`src/rtl/ex_result_buffer.sv`:
```
// EX-stage result buffer: first-word-fall-through FIFO with drop and flag statistics.
// Optional flag counters are built when EX_RESULT_BUFFER_FLAG_STATS_EN is defined.
module ex_result_buffer #(
    parameter int DATA_W = 32,
    parameter int CTRL_W = 16,
    parameter int DEPTH  = 4,
    parameter int CNT_W  = 16
) (
    input  logic                     clk,
    input  logic                     rst,
    input  logic                     in_valid,
    input  logic [CTRL_W-1:0]        in_control,
    input  logic [DATA_W-1:0]        in_alu_data,
    input  logic [DATA_W-1:0]        in_memory_data,
    input  logic                     in_overflow_flag,
    input  logic                     in_zero_flag,
    input  logic                     in_compflg,
    output logic                     out_valid,
    input  logic                     out_ready,
    output logic [CTRL_W-1:0]        out_control,
    output logic [DATA_W-1:0]        out_alu_data,
    output logic [DATA_W-1:0]        out_memory_data,
    output logic                     out_overflow_flag,
    output logic                     out_zero_flag,
    output logic                     out_compflg,
    output logic [$clog2(DEPTH):0]   count,
    output logic                     full,
    output logic [CNT_W-1:0]         drop_count,
    output logic [CNT_W-1:0]         ovf_count,
    output logic [CNT_W-1:0]         zero_count
);

    localparam int PTR_W = $clog2(DEPTH);
    localparam int OCC_W = PTR_W + 1;
    localparam logic [OCC_W-1:0] FULL_LVL = OCC_W'(DEPTH);

    typedef struct packed {
        logic [CTRL_W-1:0] control;
        logic [DATA_W-1:0] alu_data;
        logic [DATA_W-1:0] memory_data;
        logic              overflow;
        logic              zero;
        logic              compflg;
    } entry_t;

    entry_t             mem [DEPTH];
    entry_t             head;
    logic [PTR_W-1:0]   rd_ptr;
    logic [PTR_W-1:0]   wr_ptr;
    logic [OCC_W-1:0]   occ;
    logic               pop;
    logic               push;
    logic               drop;

    // A pop frees a slot in the same cycle, so a full buffer still accepts a push.
    assign pop  = (occ != '0) && out_ready;
    assign push = in_valid && ((occ != FULL_LVL) || pop);
    assign drop = in_valid && !push;

    // NOTE: entry storage carries no reset; validity comes only from the pointers and occ.
    always_ff @(posedge clk) begin
        if (!rst && push) begin
            mem[wr_ptr] <= '{control:     in_control,
                             alu_data:    in_alu_data,
                             memory_data: in_memory_data,
                             overflow:    in_overflow_flag,
                             zero:        in_zero_flag,
                             compflg:     in_compflg};
        end
    end

    // NOTE: sequential state uses non-blocking assignments so every register sees pre-edge values.
    always_ff @(posedge clk) begin
        if (rst) begin
            rd_ptr     <= '0;
            wr_ptr     <= '0;
            occ        <= '0;
            drop_count <= '0;
        end else begin
            if (push) wr_ptr <= wr_ptr + 1'b1;
            if (pop)  rd_ptr <= rd_ptr + 1'b1;
            case ({push, pop})
                2'b10:   occ <= occ + 1'b1;
                2'b01:   occ <= occ - 1'b1;
                default: occ <= occ;
            endcase
            if (drop && (drop_count != '1)) drop_count <= drop_count + 1'b1;
        end
    end

    assign head      = mem[rd_ptr];
    assign out_valid = (occ != '0);
    assign count     = occ;
    assign full      = (occ == FULL_LVL);

    // NOTE: every output gets a default first so this block can never infer a latch.
    always_comb begin
        out_control       = '0;
        out_alu_data      = '0;
        out_memory_data   = '0;
        out_overflow_flag = 1'b0;
        out_zero_flag     = 1'b0;
        out_compflg       = 1'b0;
        if (out_valid) begin
            out_control       = head.control;
            out_alu_data      = head.alu_data;
            out_memory_data   = head.memory_data;
            out_overflow_flag = head.overflow;
            out_zero_flag     = head.zero;
            out_compflg       = head.compflg;
        end
    end

`ifdef EX_RESULT_BUFFER_FLAG_STATS_EN
    logic [CNT_W-1:0] ovf_q;
    logic [CNT_W-1:0] zero_q;

    // Only accepted pushes are counted; dropped results never reach the statistics.
    always_ff @(posedge clk) begin
        if (rst) begin
            ovf_q  <= '0;
            zero_q <= '0;
        end else if (push) begin
            if (in_overflow_flag && (ovf_q != '1))  ovf_q  <= ovf_q + 1'b1;
            if (in_zero_flag && (zero_q != '1))     zero_q <= zero_q + 1'b1;
        end
    end

    assign ovf_count  = ovf_q;
    assign zero_count = zero_q;
`else
    assign ovf_count  = '0;
    assign zero_count = '0;
`endif

endmodule

```
`config.mk`:
```
export PLATFORM = sky130hd
export DESIGN_NAME = ex_result_buffer
export DESIGN_NICKNAME = d
export VERILOG_FILES = /design/src/rtl/ex_result_buffer.sv
export SDC_FILE = /design/constraint.sdc
export NUM_CORES = 1
export LEC_CHECK = 0
export ABC_AREA = 0
export CAP_MARGIN = 10
export CORE_MARGIN = 4
export CORE_UTILIZATION = 54
export DETAILED_ROUTE_END_ITERATION = 12
export MAX_ROUTING_LAYER = met4
export PLACE_DENSITY_LB_ADDON = 0.15
export SLEW_MARGIN = 0
export SYNTH_ARGS = -nofsm -noshare
export SYNTH_HDL_FRONTEND = slang
export SYNTH_SLANG_ARGS = --single-unit
```
`constraint.sdc`:
```
create_clock -name clk -period 5.5 [get_ports clk]
set_input_delay 1.65 -clock clk [delete_from_list [all_inputs] [get_ports clk]]
set_output_delay 1.65 -clock clk [all_outputs]
set_load 0.05 [all_outputs]
```
### Yosys cells after proc, flatten, opt, wreduce, memory -nomap -nowiden

Memories as Yosys holds them, arrays and structs flattened. A register that Yosys moved wholly into a read port is not among the register bits.
Cells that the tools add are included.

* flip-flop bits (word level): 23
* RAM bits: 332
* bits of input ports: 87
* memories: 1

Memory list
* mem: depth 4, width 83, read ports 1, clocked after Yosys merged registers in 1, write ports 1, RTL line 46 `entry_t mem [DEPTH];`

* add/subtract/negate cells: 5
* equal/unequal tests: 5
* muxes and demuxes: 11
* reduce and logical (&&, ||, !) cells: 10

Operators with widths (number)
* 2-to-1 mux 32 bit: 2
* adder 16 x 1 -> 16 bit, second input constant: 1
* 2-to-1 mux 16 bit: 1
* != test 16 bit, second input constant: 1
* one-hot mux 3 bit (2 select lines): 1
* logical AND 1 bit: 5
* 2-to-1 mux 1 bit: 5
* adder 2 x 1 -> 2 bit, second input constant: 2
* 2-to-1 mux 2 bit: 2
* adder 3 x 1 -> 3 bit, second input constant: 1
* equality test 3 bit, second input constant: 1
* != test 3 bit, second input constant: 1
* nonzero test 3 bit: 1
* subtractor 3 x 1 -> 3 bit, second input constant: 1
* equality test 2 x 1 -> 1 bit, second input constant: 1
* equality test 2 bit, second input constant: 1
* zero test 1 bit: 2
* nonzero test 2 bit: 1
* logical OR 1 bit: 1

### Longest topological paths before layout

* depth in word-level cells: 7
* gate-level depth with buffers: 10
* depth with buffers taken out: 8

### Worst setup path before layout

OpenSTA, ideal clock, no wires.

* kind: input port to flip-flop
* from: input out_ready
* to: memory mem[0][0] (netlist bit) (enable)
* setup time: 0.451 ns
* arrival: 4.271 ns
* data required time: 5.049 ns
* slack: 0.778 ns
* stages on the path: 5
* path through: buf_2 -> nor4b_4 -> nand2b_1 -> nor2_1 -> and2_1

* cells in the longest elaborated chain, start to end: 6

Ends and longest elaborated chain
* start: declaration: RTL line 19 `input logic out_ready,`
* logical AND 1 bit: RTL line 56 `assign pop = (occ != '0) && out_ready;`
* logical OR 1 bit: RTL line 57 `assign push = in_valid && ((occ != FULL_LVL) || pop);`
* logical AND 1 bit: RTL line 57
* logical AND 1 bit: RTL line 62 `if (!rst && push) begin`
* 2-to-1 mux 1 bit: RTL line 62
* 2-to-1 mux 1 bit (not written as such): RTL line 63 `mem[wr_ptr] <= '{control: in_control,`
* end: declaration: RTL line 46

No other way between the ends.

### Worst setup path after layout

* from: register occ[0] (netlist: count[0])
* to: output out_alu_data[11]

* cells in the longest elaborated chain, start to end: 2

Ends and longest elaborated chain
* start: declaration: RTL line 50 `logic [OCC_W-1:0] occ;`
* start signal: assignment: RTL line 83 `2'b10: occ <= occ + 1'b1;`
* start signal: assignment: RTL line 84 `2'b01: occ <= occ - 1'b1;`
* nonzero test 3 bit: RTL line 92 `assign out_valid = (occ != '0);`
* 2-to-1 mux 32 bit: RTL line 104 `if (out_valid) begin`
* end: declaration: RTL line 21 `output logic [DATA_W-1:0] out_alu_data,`

No other way between the ends.

==> metrics <==
outcome=finished clean; P per Cell Area=400 nW/um^2; worst r2r dst=count[2]; DRT iter0 DRCs=592; final hold violations=0; mapped cell area=14100 sq um; Cell Int Power=5.04 mW; FMAX=206 MHz; Leakage Power=5.60 nW; share of the synthesized area in the top cell type=0.705; IO Pins=223; TritonCTS Buffers=37; async set-reset flop share out of synthesis=0; Period minus WS final=4860 ps; sequential fraction of design power=0.444; Psw=1.96 mW; Via Count=7338; vias in the first global route=7792; YS warnings=0; register bit total from synthesis=357; Synth Area in Compound Gates=0.0135; max-cap violations=0; post-CTS resize count=0; crit path capture type=output pin; HPWL Detailed=17.4 mm; maximum root-to-sink buffer count=3; all-layer global routing usage=0.204; port bufs=190; reg-to-reg critical path startpoint=count[0]; Worst-path clk slew=60 ps; final setup vio count=0; largest family of logic cells by synthesized area=multiplexers; switching share of total power=0.280; final WL=28.4 mm; first-pass GRT wire length=43.9 mm; clock root buffer=clkbuf_16; Synth area leaders=edfxtp_1 71%, mux4_2 13%, and2_1 3.9%; Worst Skew=16.8 ps; Adder-Cell Fraction of Synth Area=0.00584; Most used DFF post-synth=edfxtp_1; critical path data required time=3850 ps; Startpoint Class=flip-flop; XOR/XNOR Fraction of Synth Area=0.00310; Post-CTS Setup Repair Bufs=0; core area=25500 sq um; flop-to-flop setup slack=2070 ps; slew margin rel.=0.503; Post-Synth Simple-Gate Area=0.0704; Fin Setup TNS=0 ps; crit share post-route=0.884; CTS Sinks=357; post-synthesis mux area share=0.136; Avg WL per Cell=22.0 um; number of flops mapped to enable cells by yosys=332; GRT overflow=0; Initial DRT Pass Iterations=5; htree depth=2; hold path depth=2; Final #Nets=1024; initial antenna violation count=2; share of cells above drive strength 1=0.163; Critical Path AT=3210 ps; largest net degree at the start of global routing=50; Least-Margin Pin Slew=739 ps; post-synth top area cell=edfxtp_1; Die Y=170 um; DR vias/cell=5.69; # hold bufs at CTS=0; Skew-Pair Late Insertion Delay=510 ps; hold path startpoint=rd_ptr[1]; Syn Inst Count=727; sequential area share after synthesis=0.741; Clk pwr share=0.332; die area=28800 sq um; Tot Pwr=7.00 mW; antenna viol nets, final=0; RSZ-0062 raised after global routing=false; reg2reg path depth=8; initial core utilization=0.555; row cnt=58; Hold Path Sink=rd_ptr[1]; die span in x=170 um; Worst Hold Class=reg2reg; Logic pwr share=0.223; WS Path Type=reg2out; routability cong.=0.838; Final Instance Area=17500 sq um; Distinct cells, synth=44; CP max FO=41; post-place instance area=16300 sq um; syn avg cell area=19.4 sq um; final slew viol count=0; CTS tree=done; Final Hold Slack=512 ps; drt drc=0; Area growth syn-to-layout=23.7%; VDD IR max=297 uV
[power by group through the flow]
| stage | registers, mW | clock network (mW) | logic, mW |
|---|---|---|---|
| floorplan | 3.15 | 0 | 1.08 |
| global placement | 3.16 | 0 | 1.56 |
| detailed placement | 3.17 | 0 | 1.58 |
| CTS | 3.11 | 2.39 | 1.59 |
| global route | 3.12 | 2.52 | 1.65 |
| finish | 3.11 | 2.33 | 1.56 |
[state kept, by name, summed over array words and instances (netlist names), named ones only]
name / cells
drop_count: 16
count: 3
wr_ptr: 2
rd_ptr: 2
mem: 332
[per-layer routing]
layer,share of wire,global-route usage,vias up
li1,-,-,3234
met1,0.39,0.263,3735
met2,0.51,0.334,309
met3,0.076,0.0454,60
met4,0.021,0.0553,0
met5,0,-,-
[cells in the final DEF (no fill, tap or decap), drive strengths merged, types with 4 or more instances in the layout]
master / count
edfxtp: 332
clkdlybuf4s50: 190
and2: 87
mux4: 83
clkbuf: 50
conb: 32
dfxtp: 25
nor2: 18
clkinv: 12
inv: 11
a21oi: 10
nand3: 10
buf: 10
nand2: 7
o31ai: 6
or4: 6
nor4: 5
and3: 5
ha: 5
nand4: 5
or3: 5
xor2: 4
[cells in the mapped netlist (all sizes together) (5+ instances only)]
cell and n:
a21oi 10, and2 87, and3 5, buf 43, clkbuf 23, dfxtp 25, edfxtp 332, ha 5
inv 10, mux4 83, nand2 7, nand3 10, nand4 5, nor2 18, nor4 5, o31ai 6
or3 5, or4 6
[cell families after synthesis]
family,count (synthesis)
multiplexers,88
AND/OR/NAND/NOR,164
other,1
buffers and inverters,76
adder cells (fa/ha/maj),6
XOR/XNOR,5
flip-flops,357
AO/OA/AOI/OAI,30
[critical path, cell delays in order (launching register included)]
cell and delay, ps:
dfxtp_1 550, or3_2 650, buf_4 450, and2_1 200, clkdlybuf4s50_1 810
[stage by stage]
step | instances | util | worst slack, ps
final | 1289 | 0.687 | 639
after global routing | 1289 | 0.687 | 425
after CTS | 1287 | 0.686 | 579
after detailed placement | 1222 | 0.642 | 1110
after global placement | 1222 | 0.642 | 1260
after floorplan | 758 | - | 778
[worst max-delay path by stage]
stage	startpoint	endpoint	slack, ps	cells past startpoint
after floorplan	out_ready	mem[0][0]	780	5
after global placement	count[0]	out_alu_data[26]	1260	4
after detailed placement	count[0]	out_alu_data[11]	1110	4
after CTS	count[0]	out_alu_data[11]	580	4
after global routing	count[0]	out_alu_data[11]	420	4
final	count[0]	out_alu_data[11]	640	4
[area by class of cell]
class / instances / area [sq um]
diodes: 2 / 5.00
clock buffers: 50 / 1020
clock inverters: 15 / 121
fillers: 1660 / 7980
inverters: 10 / 37.5
multi-input cells: 325 / 3370
flip-flops and latches: 357 / 10500
well taps: 330 / 413
repair buffers: 200 / 2050
Power figures use the tool's default switching activity.
